===== src/rtl/axi4lite_timer_pkg.sv =====
// Shared register map, control-field layout and byte-lane merge helper for axi4lite_timer.
package axi4lite_timer_pkg;

    localparam logic [2:0] REG_CTRL   = 3'd0;
    localparam logic [2:0] REG_COUNT  = 3'd1;
    localparam logic [2:0] REG_CMP    = 3'd2;
    localparam logic [2:0] REG_STATUS = 3'd3;
    localparam logic [2:0] REG_PSC    = 3'd4;

    typedef struct packed {
        logic autoclr;
        logic ie;
        logic en;
    } ctrl_t;

    function automatic logic [31:0] apply_wstrb(input logic [31:0] old_val,
                                                input logic [31:0] new_val,
                                                input logic [3:0]  strb);
        logic [31:0] res;
        res = old_val;
        for (int i = 0; i < 4; i++)
            if (strb[i]) res[8*i +: 8] = new_val[8*i +: 8];
        return res;
    endfunction

endpackage


===== src/rtl/timer_prescaler.sv =====
// Prescaler for axi4lite_timer: counts 0..psc while enabled and strobes tick_o on the terminal count.
module timer_prescaler (
    input  logic        clk,
    input  logic        rst,
    input  logic        en,
    input  logic [15:0] psc,
    input  logic        psc_wr,
    output logic        tick_o
);

    logic [15:0] cnt;

    assign tick_o = en && (cnt == psc);

    always_ff @(posedge clk or posedge rst) begin
        if (rst)
            cnt <= '0;
        else if (psc_wr)
            cnt <= '0;
        else if (en)
            cnt <= tick_o ? 16'd0 : cnt + 16'd1;
    end

endmodule


===== src/rtl/axi4lite_timer.sv =====
// AXI4-Lite timer: up-counter with compare, sticky match flag and level interrupt.
// Optional prescaler register/strobe enabled by defining TIMER_PRESCALER_EN.
module axi4lite_timer
    import axi4lite_timer_pkg::*;
#(
    parameter int          ADDR_W  = 32,
    parameter int          DATA_W  = 32,
    parameter logic [31:0] CMP_RST = 32'hFFFF_FFFF
) (
    input  logic              clk,
    input  logic              rst,
    input  logic [ADDR_W-1:0] timer_axi_awaddr,
    input  logic              timer_axi_awvalid,
    output logic              timer_axi_awready,
    input  logic [DATA_W-1:0] timer_axi_wdata,
    input  logic [3:0]        timer_axi_wstrb,
    input  logic              timer_axi_wvalid,
    output logic              timer_axi_wready,
    input  logic [ADDR_W-1:0] timer_axi_araddr,
    input  logic              timer_axi_arvalid,
    output logic              timer_axi_arready,
    output logic [DATA_W-1:0] timer_axi_rdata,
    output logic              timer_axi_rvalid,
    input  logic              timer_axi_rready,
    output logic              irq_o
);

    logic              wr_en;
    logic              rd_en;
    logic [2:0]        wr_idx;
    ctrl_t             ctrl;
    logic [DATA_W-1:0] count;
    logic [DATA_W-1:0] cmp;
    logic              match_flag;
    logic              tick;
    logic              step;
    logic              hit;
    logic [DATA_W-1:0] rd_val;
    logic              unused_addr_bits;

    // Write needs AW and W together; nothing is accepted while reset is asserted.
    assign wr_en             = ~rst & timer_axi_awvalid & timer_axi_wvalid;
    assign timer_axi_awready = wr_en;
    assign timer_axi_wready  = wr_en;
    assign timer_axi_arready = ~rst & ~timer_axi_rvalid;
    assign rd_en             = timer_axi_arvalid & timer_axi_arready;
    assign wr_idx            = timer_axi_awaddr[4:2];

    assign unused_addr_bits = ^{timer_axi_awaddr[ADDR_W-1:5], timer_axi_awaddr[1:0],
                                timer_axi_araddr[ADDR_W-1:5], timer_axi_araddr[1:0]};

`ifdef TIMER_PRESCALER_EN
    logic [15:0] psc;
    logic        psc_wr;

    assign psc_wr = wr_en && (wr_idx == REG_PSC);

    timer_prescaler u_prescaler (
        .clk    (clk),
        .rst    (rst),
        .en     (ctrl.en),
        .psc    (psc),
        .psc_wr (psc_wr),
        .tick_o (tick)
    );

    always_ff @(posedge clk or posedge rst) begin
        if (rst) begin
            psc <= '0;
        end else if (psc_wr) begin
            if (timer_axi_wstrb[0]) psc[7:0]  <= timer_axi_wdata[7:0];
            if (timer_axi_wstrb[1]) psc[15:8] <= timer_axi_wdata[15:8];
        end
    end
`else
    assign tick = 1'b1;
`endif

    assign step = ctrl.en & tick;
    assign hit  = step && (count == cmp);

    // Software writes to COUNT win over increment/auto-clear; a match wins over W1C.
    always_ff @(posedge clk or posedge rst) begin
        if (rst) begin
            ctrl       <= '0;
            count      <= '0;
            cmp        <= CMP_RST;
            match_flag <= 1'b0;
            irq_o      <= 1'b0;
        end else begin
            if (wr_en && (wr_idx == REG_CTRL) && timer_axi_wstrb[0])
                ctrl <= ctrl_t'(timer_axi_wdata[2:0]);

            if (wr_en && (wr_idx == REG_COUNT))
                count <= apply_wstrb(count, timer_axi_wdata, timer_axi_wstrb);
            else if (hit && ctrl.autoclr)
                count <= '0;
            else if (step)
                count <= count + 1'b1;

            if (wr_en && (wr_idx == REG_CMP))
                cmp <= apply_wstrb(cmp, timer_axi_wdata, timer_axi_wstrb);

            if (hit)
                match_flag <= 1'b1;
            else if (wr_en && (wr_idx == REG_STATUS) && timer_axi_wstrb[0] && timer_axi_wdata[0])
                match_flag <= 1'b0;

            irq_o <= match_flag & ctrl.ie;
        end
    end

    always_comb begin
        rd_val = '0;
        case (timer_axi_araddr[4:2])
            REG_CTRL:   rd_val = {29'b0, ctrl};
            REG_COUNT:  rd_val = count;
            REG_CMP:    rd_val = cmp;
            REG_STATUS: rd_val = {31'b0, match_flag};
`ifdef TIMER_PRESCALER_EN
            REG_PSC:    rd_val = {16'b0, psc};
`endif
            default:    rd_val = '0;
        endcase
    end

    // Single outstanding read; data captured at the AR handshake and held until rready.
    always_ff @(posedge clk or posedge rst) begin
        if (rst) begin
            timer_axi_rvalid <= 1'b0;
            timer_axi_rdata  <= '0;
        end else if (rd_en) begin
            timer_axi_rvalid <= 1'b1;
            timer_axi_rdata  <= rd_val;
        end else if (timer_axi_rready) begin
            timer_axi_rvalid <= 1'b0;
        end
    end

endmodule

===== config.mk =====
export PLATFORM = sky130hd
export DESIGN_NAME = axi4lite_timer
export DESIGN_NICKNAME = d
export VERILOG_FILES = /design/src/rtl/axi4lite_timer_pkg.sv /design/src/rtl/timer_prescaler.sv /design/src/rtl/axi4lite_timer.sv
export SDC_FILE = /design/constraint.sdc
export NUM_CORES = 1
export LEC_CHECK = 0
export CORE_MARGIN = 8
export CORE_UTILIZATION = 54
export DETAILED_ROUTE_END_ITERATION = 12
export PLACE_DENSITY = 0.82
export SETUP_SLACK_MARGIN = 0.1
export SLEW_MARGIN = 30
export SYNTH_ARGS = -nofsm -noshare
export SYNTH_HDL_FRONTEND = slang
export SYNTH_SLANG_ARGS = --single-unit

===== constraint.sdc =====
create_clock -name clk -period 10 [get_ports clk]
set_input_delay 2.5 -clock clk [delete_from_list [all_inputs] [get_ports clk]]
set_output_delay 2.5 -clock clk [all_outputs]
set_load 0.02 [all_outputs]

==> results.md <==
- Hold Slack: 0.514 ns
- Max stage delay on crit path: 0.61 ns
- Routed vias: 5,239
- RSZ-0062 raised after global routing: no
- Post-synth EDFFs: 0
- Main combinational cell family by area after synthesis: simple AND/OR/NAND/NOR gates
- Synthesized cell area: 5910 um2
- FP Rows: 38
- Area leader, netlist: dfrtp_1
- Critical Path Most Common Cell: clkdlybuf4s50_1
- Synth Area in Compound Gates: 0.140
- Mux share of post-synthesis cell area: 0.103
- Worst skew pair latency: 0.39 ns
- Crit Path Max Fanout: 49
- Rel. slew slack: 0.396
- Setup tns final: 0 ns
- Pleak: 2.76 nW
- #FFs+latches synth: 102
- Clk buf depth: 2
- Slowest-stage cell, CP: clkdlybuf4s50_1
- Synth Area in Adders: 0.00212
- Vias in the first global route: 5,239
- Int Power: 0.812 mW
- Fin nets: 786
- Distinct cells, synth: 60
- CP Launch Type: primary input
- Post-Synth Simple-Gate Area: 0.226
- Starting density of the core: 0.550
- Final ANT Viol Nets: 0
- CTS Root Cell: clkbuf_8
- VDD IR max: 155 uV
- # DRC: 0
- Logic gate share of total power: 0.290
- Most frequent cell after synthesis: nor2_1
- Final period utilization: 0.688
- Proportion of layout cells with a drive suffix above 1: 0.155
- Synthesized Nets: 733
- Global-route wire length before repair: 27,800 um
- Drt pass-1 iters: 5
- Setup CP Type: primary input to primary output
- Initial antenna violation count: 0
- Clock network power share: 0.232
- Yosys warning total: 0
- Port-buffer cells: 84
- Core area: 10,700 um2
- Commonest cells in the netlist: nor2_1, dfrtp_1, nand2_1, mux2_2, nand3_1
- H-tree levels: 3
- DR vias/cell: 6.36
- Peak Freq: 145 MHz
- Final hold vios: 0
- Seq/Total Area, Yosys: 0.439
- Synth top area share: 0.296
- Xor/xnor share of the synthesized area: 0.0428
- Worst EP arrival: 4.38 ns
- Actual transition at the worst max-transition pin: 0.899 ns
- Hold Path Class: flip-flop to flip-flop
- Final Setup Violations: 0
- WP buf/inv: 3
- DIE WIDTH: 121 um
- Routed len/inst: 21.0 um
- Clock skew: 0.0115 ns
- Dpl ws: 3.07 ns
- Cts bufs inserted: 9
- Clk slew on worst S/H paths: 0.10 ns
- # diodes: 0
- Largest cells by area after synthesis: dfrtp_1, dfstp_2, mux2_2
- # IOs: 143
- Power density over the cells: 179 nW/um2
- Die Height: 121 um
- Synth Instances: 626
- Critical Path RT: 7.50 ns
- Max-cap viol count: 0
- Dominant synthesized flop cell: dfrtp_1
- Die area: 14,600 um2
- Fin util: 0.650
- GRT Residual Overflow: 0
- TritonCTS clock tree: yes
- Sw Ratio: 0.349
- Clock sink count: 102
- Post-CTS Setup Inserts: 0
- Async S/R FF share, synth: 1.00
- GRT Total Usage: 0.240
- Slew Viols, Final: 0
- Cts-stage hold buffer count: 0
- Final worst path period need: 6.88 ns
- Sw Pwr: 0.435 mW
- Status: complete, no violations
- Largest net degree at the start of global routing: 56
- CP endpoint kind: primary output
- Post-DP HPWL: 12,400 um
- CP top delay family: buffers and inverters
- Worst path cell trace: clkdlybuf4s50_1, inv_4, and3_1, clkdlybuf4s50_1
- Total Wirelength: 17,300 um
- Fill cells: 936
- Final GP Congestion: 0.951
- Final Worst Setup Slack: 3.12 ns
- Mapped Avg Cell Area: 9.44 um2
- Layout overhead on the synthesized area: 18.1%
- Resized cells post-CTS: 0
- DR iter-0 viols: 522
- Part of the power in registers: 0.478
[layer usage]
| metal | global-route usage | part of all wire | up-vias |
|---|---|---|---|
| met5 | 0 | 0 | - |
| met4 | 0.0984 | 0.019 | 0 |
| met3 | 0.0462 | 0.077 | 33 |
| met2 | 0.392 | 0.48 | 242 |
| met1 | 0.305 | 0.42 | 2575 |
| li1 | - | - | 2389 |
[through the flow]
stage / power (mW) / instances / cell area (um2)
global route: 1.31 / 824 / 6980
CTS: 1.25 / 824 / 6970
floorplan: 0.817 / 626 / 5910
finish: 1.25 / 824 / 6980
global placement: 0.947 / 808 / 6760
detailed placement: 0.960 / 808 / 6760
[layout by cell type, fill, tap and decap left out, types with 5 or more instances in the layout]
| master | count |
|---|---|
| nor3_1 | 11 |
| a21oi_1 | 13 |
| nand4_1 | 17 |
| a31oi_1 | 11 |
| inv_1 | 13 |
| nor2b_1 | 8 |
| or3_1 | 5 |
| xnor2_1 | 20 |
| clkdlybuf4s50_1 | 84 |
| dfrtp_1 | 70 |
| nand3_1 | 37 |
| mux2i_1 | 16 |
| dfstp_2 | 32 |
| mux2_2 | 39 |
| nor2_1 | 74 |
| o22ai_1 | 15 |
| nand2_1 | 46 |
| o31ai_1 | 9 |
| buf_4 | 6 |
| xor2_1 | 7 |
| nand2b_1 | 15 |
| a221oi_1 | 29 |
| o21ai_0 | 13 |
| and3_1 | 9 |
| nor4_1 | 7 |
| clkbuf_8 | 9 |
[flip-flops by register name (all words and copies together), names as in the netlist]
signal and count:
ctrl 2, timer_axi_rvalid 1, step 1, timer_axi_rdata 32
cmp 32, match_flag 1, count 32, irq_o 1
[kinds of logic after synthesis]
family,Yosys count
AOI/OAI and AO/OA,116
xor gates and xnor gates,28
adders and majority gates,1
buffers and inverters,62
DFF,102
muxes,56
and+or+nand+nor,261
[worst register-to-register path, delay by kind of cell (launching register included)]
kind            cells  cell delay (ns)
compound gates      1             0.14
flops               1             0.55
simple gates        5             2.33
[final timing paths]
kind,from,slack (ns),depth (start not counted),endpoint
hold reg to reg,timer_axi_rdata[1],0.51,1,timer_axi_rdata[1]
max in group asynchronous,rst,6.28,3,timer_axi_rdata[16]
hold / removal,timer_axi_rdata[1],0.51,1,timer_axi_rdata[1]
setup reg to reg,count[3],6.83,6,count[12]
setup / recovery,rst,3.12,4,timer_axi_wready
min in group asynchronous,rst,2.62,2,timer_axi_rdata[29]
[power groups by stage]
stage	sequential (mW)	combinational, mW	clock, mW
floorplan	0.580	0.236	0
global placement	0.594	0.353	0
CTS	0.593	0.362	0.295
detailed placement	0.600	0.360	0
global route	0.607	0.394	0.307
finish	0.596	0.362	0.289
[layout make-up]
| type | instances | area, um2 | share of cell area |
|---|---|---|---|
| flip-flops and latches | 102 | 2590 | 0.371 |
| clock buffers | 10 | 128 | 0.0183 |
| clock inverters | 6 | 86.3 | 0.0124 |
| well taps | 140 | 175 | 0.0251 |
| repair buffers | 90 | 886 | 0.127 |
| inverters | 14 | 55.1 | 0.00789 |
| multi-input cells | 462 | 3060 | 0.438 |
Power figures use the tool's default switching activity.
==> RTL change, RTL diff (same flow settings) <==
Build with the macro `TIMER_PRESCALER_EN` defined.
--- a/src/rtl/axi4lite_timer.sv
+++ b/src/rtl/axi4lite_timer.sv
@@ -2,2 +2,4 @@
 // Optional prescaler register/strobe enabled by defining TIMER_PRESCALER_EN.
+`define TIMER_PRESCALER_EN
+
 module axi4lite_timer
Check against the original RTL: not equivalent (a bounded check fails within 4 cycles, from zero or initial values and one cycle with rst high).
==> RTL change against the original RTL <==
  * Count of clock-buffer cells in the layout up 10
  * Clock skew down 0.0028 ns
  * Global-route usage up 0.32 points
  * Power up 53%
  * Worst setup slack better by 0.43 ns
  * Final area up 28%
  * Cell count up 24%
  * Combinational power up 42%
  * Largest power group unchanged
  * Clock power up 130%
  * First-iteration DRC count up 76%
  * Synthesized cell count up 23%
  * Sequential cell count up 32
  * Critical path type unchanged
  * Synthesized area up 26%
  * Routed wire length up 24%
==> RTL change: results (changes against the original RTL) <==
outcome=finished clean; CTS buffer count=17 (+8); Placer Congestion=0.952 (+0.11%); final-report max-slew violation count=0 (unchanged); initial antenna violation count=0 (unchanged); GRT overflow=0 (unchanged); clock-pin slew on the worst setup and hold paths=0.06 ns (-0.04 ns); clock latency at the later pin of the worst-skew pair=0.43 ns (+0.04 ns); CTS root buffer=clkbuf_16; vias in the first global route=6368 (+22%); first-pass GRT wire length=34.5 mm (+24%); P_int=1.28 mW (+58%); post-synth net total=880 (+20%); Ys Warns=0 (unchanged); Peak supply drop=112 uV (-28%); port buffer count=84 (unchanged); Routed WL per cell=21.1 um (+0.22%); LEAKAGE=3.65 nW (+32%); arrival time worst endpoint=3.95 ns (-0.43 ns); Hold Path Class=reg2reg; Post-CTS Resized=0 (unchanged); list of most frequent post-synthesis cells=dfrtp_1 (102), nand2_1 (72), xnor2_1 (54); DP HPWL=14.9 mm (+19%); number of setup buffers added after CTS=0 (unchanged); # diodes=0 (unchanged); synth top area cells=dfrtp_1 (34%), dfstp_2 (11%), mux2_2 (7.9%); commonest register cell after synthesis=dfrtp_1; Filler cells=1077 (+15%); Slew HR=0.350 (-0.0457); Worst Path Max Fanout=4 (-92%); nets=937 (+19%); DR pass1 iterations=5 (unchanged); Clock Skew=0.00874 ns (-0.00276 ns); post-synthesis async set-or-reset flop share=1.00 (unchanged); largest net degree at the start of global routing=72 (+29%); register area share after synthesis=0.456 (+0.0179); DP Worst Slack=3.56 ns (+0.492 ns); CTS H-tree depth=4 (+1); synth unique cells=54 (-10%); clock buffer depth=2 (unchanged); biggest regs=cmp: 32 flops, count: 32 flops, timer_axi_rdata: 32 flops; Total GRT Usage=0.243 (+0.00315); vias=6655 (+27%); First DRT Iteration DRCs=920 (+76%); share of cells above drive strength 1=0.162 (+0.00655)
## RTL change: changes by cell type in the layout (fill, tap and decap cells not counted), sizes merged, moves of 12 or more
cell / change
a21oi: +36
mux2: +12
a22oi: +48
xnor2: +33
mux2i: -13
nand2b: -12
a221oi: -29
nor2: -35
nand2: +25
o21ai: +33
dfrtp: +32
## RTL change: worst paths after layout
check	startpoint	end	slack [ns]	cells past startpoint
setup / recovery	rst	timer_axi_wready	3.55	3
hold / removal	timer_axi_rdata[0]	timer_axi_rdata[0]	0.48	2
setup reg to reg	count[2]	count[11]	6.73	6
hold reg to reg	timer_axi_rdata[0]	timer_axi_rdata[0]	0.48	2
max in group asynchronous	rst	count[19]	5.91	3
min in group asynchronous	rst	irq_o	2.72	2
## RTL change: power by group through the flow
stage / logic (mW) / registers [mW] / clock network (mW)
after CTS: 0.504 / 0.727 / 0.664
after detailed placement: 0.495 / 0.735 / 0
after global routing: 0.558 / 0.741 / 0.689
after floorplan: 0.355 / 0.709 / 0
final: 0.513 / 0.733 / 0.663
after global placement: 0.488 / 0.732 / 0
## RTL change: cells by family after synthesis
family          count (synthesis)  share of synthesized area
simple gates                  245                      0.170
buf+inv                        75                     0.0401
mux                            55                     0.0828
flops                         134                      0.456
fa+ha+maj                       2                    0.00337
compound gates                202                      0.178
xor+xnor                       59                     0.0695
## RTL change: final cells by class
cell class | instances | area (um2) | share of cell area
inverters | 23 | 88.8 | 0.00991
clock inverters | 12 | 176 | 0.0197
well taps | 180 | 225 | 0.0251
flip-flops and latches | 134 | 3390 | 0.378
clock buffers | 20 | 447 | 0.0498
multi-input cells | 563 | 3750 | 0.418
repair buffers | 90 | 886 | 0.0988
## RTL change: critical path, stage by stage
cell	delay, ns
clkdlybuf4s50_1	0.52
and3b_1	0.31
clkdlybuf4s50_1	0.62
## RTL change: metrics by stage
stage	power (mW)	area [um2]	util	instances	hold slack, ns
3_3_place_gp	1.22	8340	0.610	990	0.460
3_5_place_dp	1.23	8340	0.611	990	0.470
4_1_cts	1.90	8970	0.656	1022	0.483
6_report	1.91	8970	0.656	1022	0.477
2_1_floorplan	1.06	7430	-	772	0.468
5_1_grt	1.99	8970	0.656	1022	0.496
## RTL change: per-layer routing
layer | track usage | vias up | wire length, um
met4 | 0.0923 | 0 | 527
li1 | - | 2951 | -
met1 | 0.319 | 3296 | 8800
met3 | 0.0655 | 49 | 2050
met2 | 0.374 | 359 | 10100
met5 | 0 | - | 0
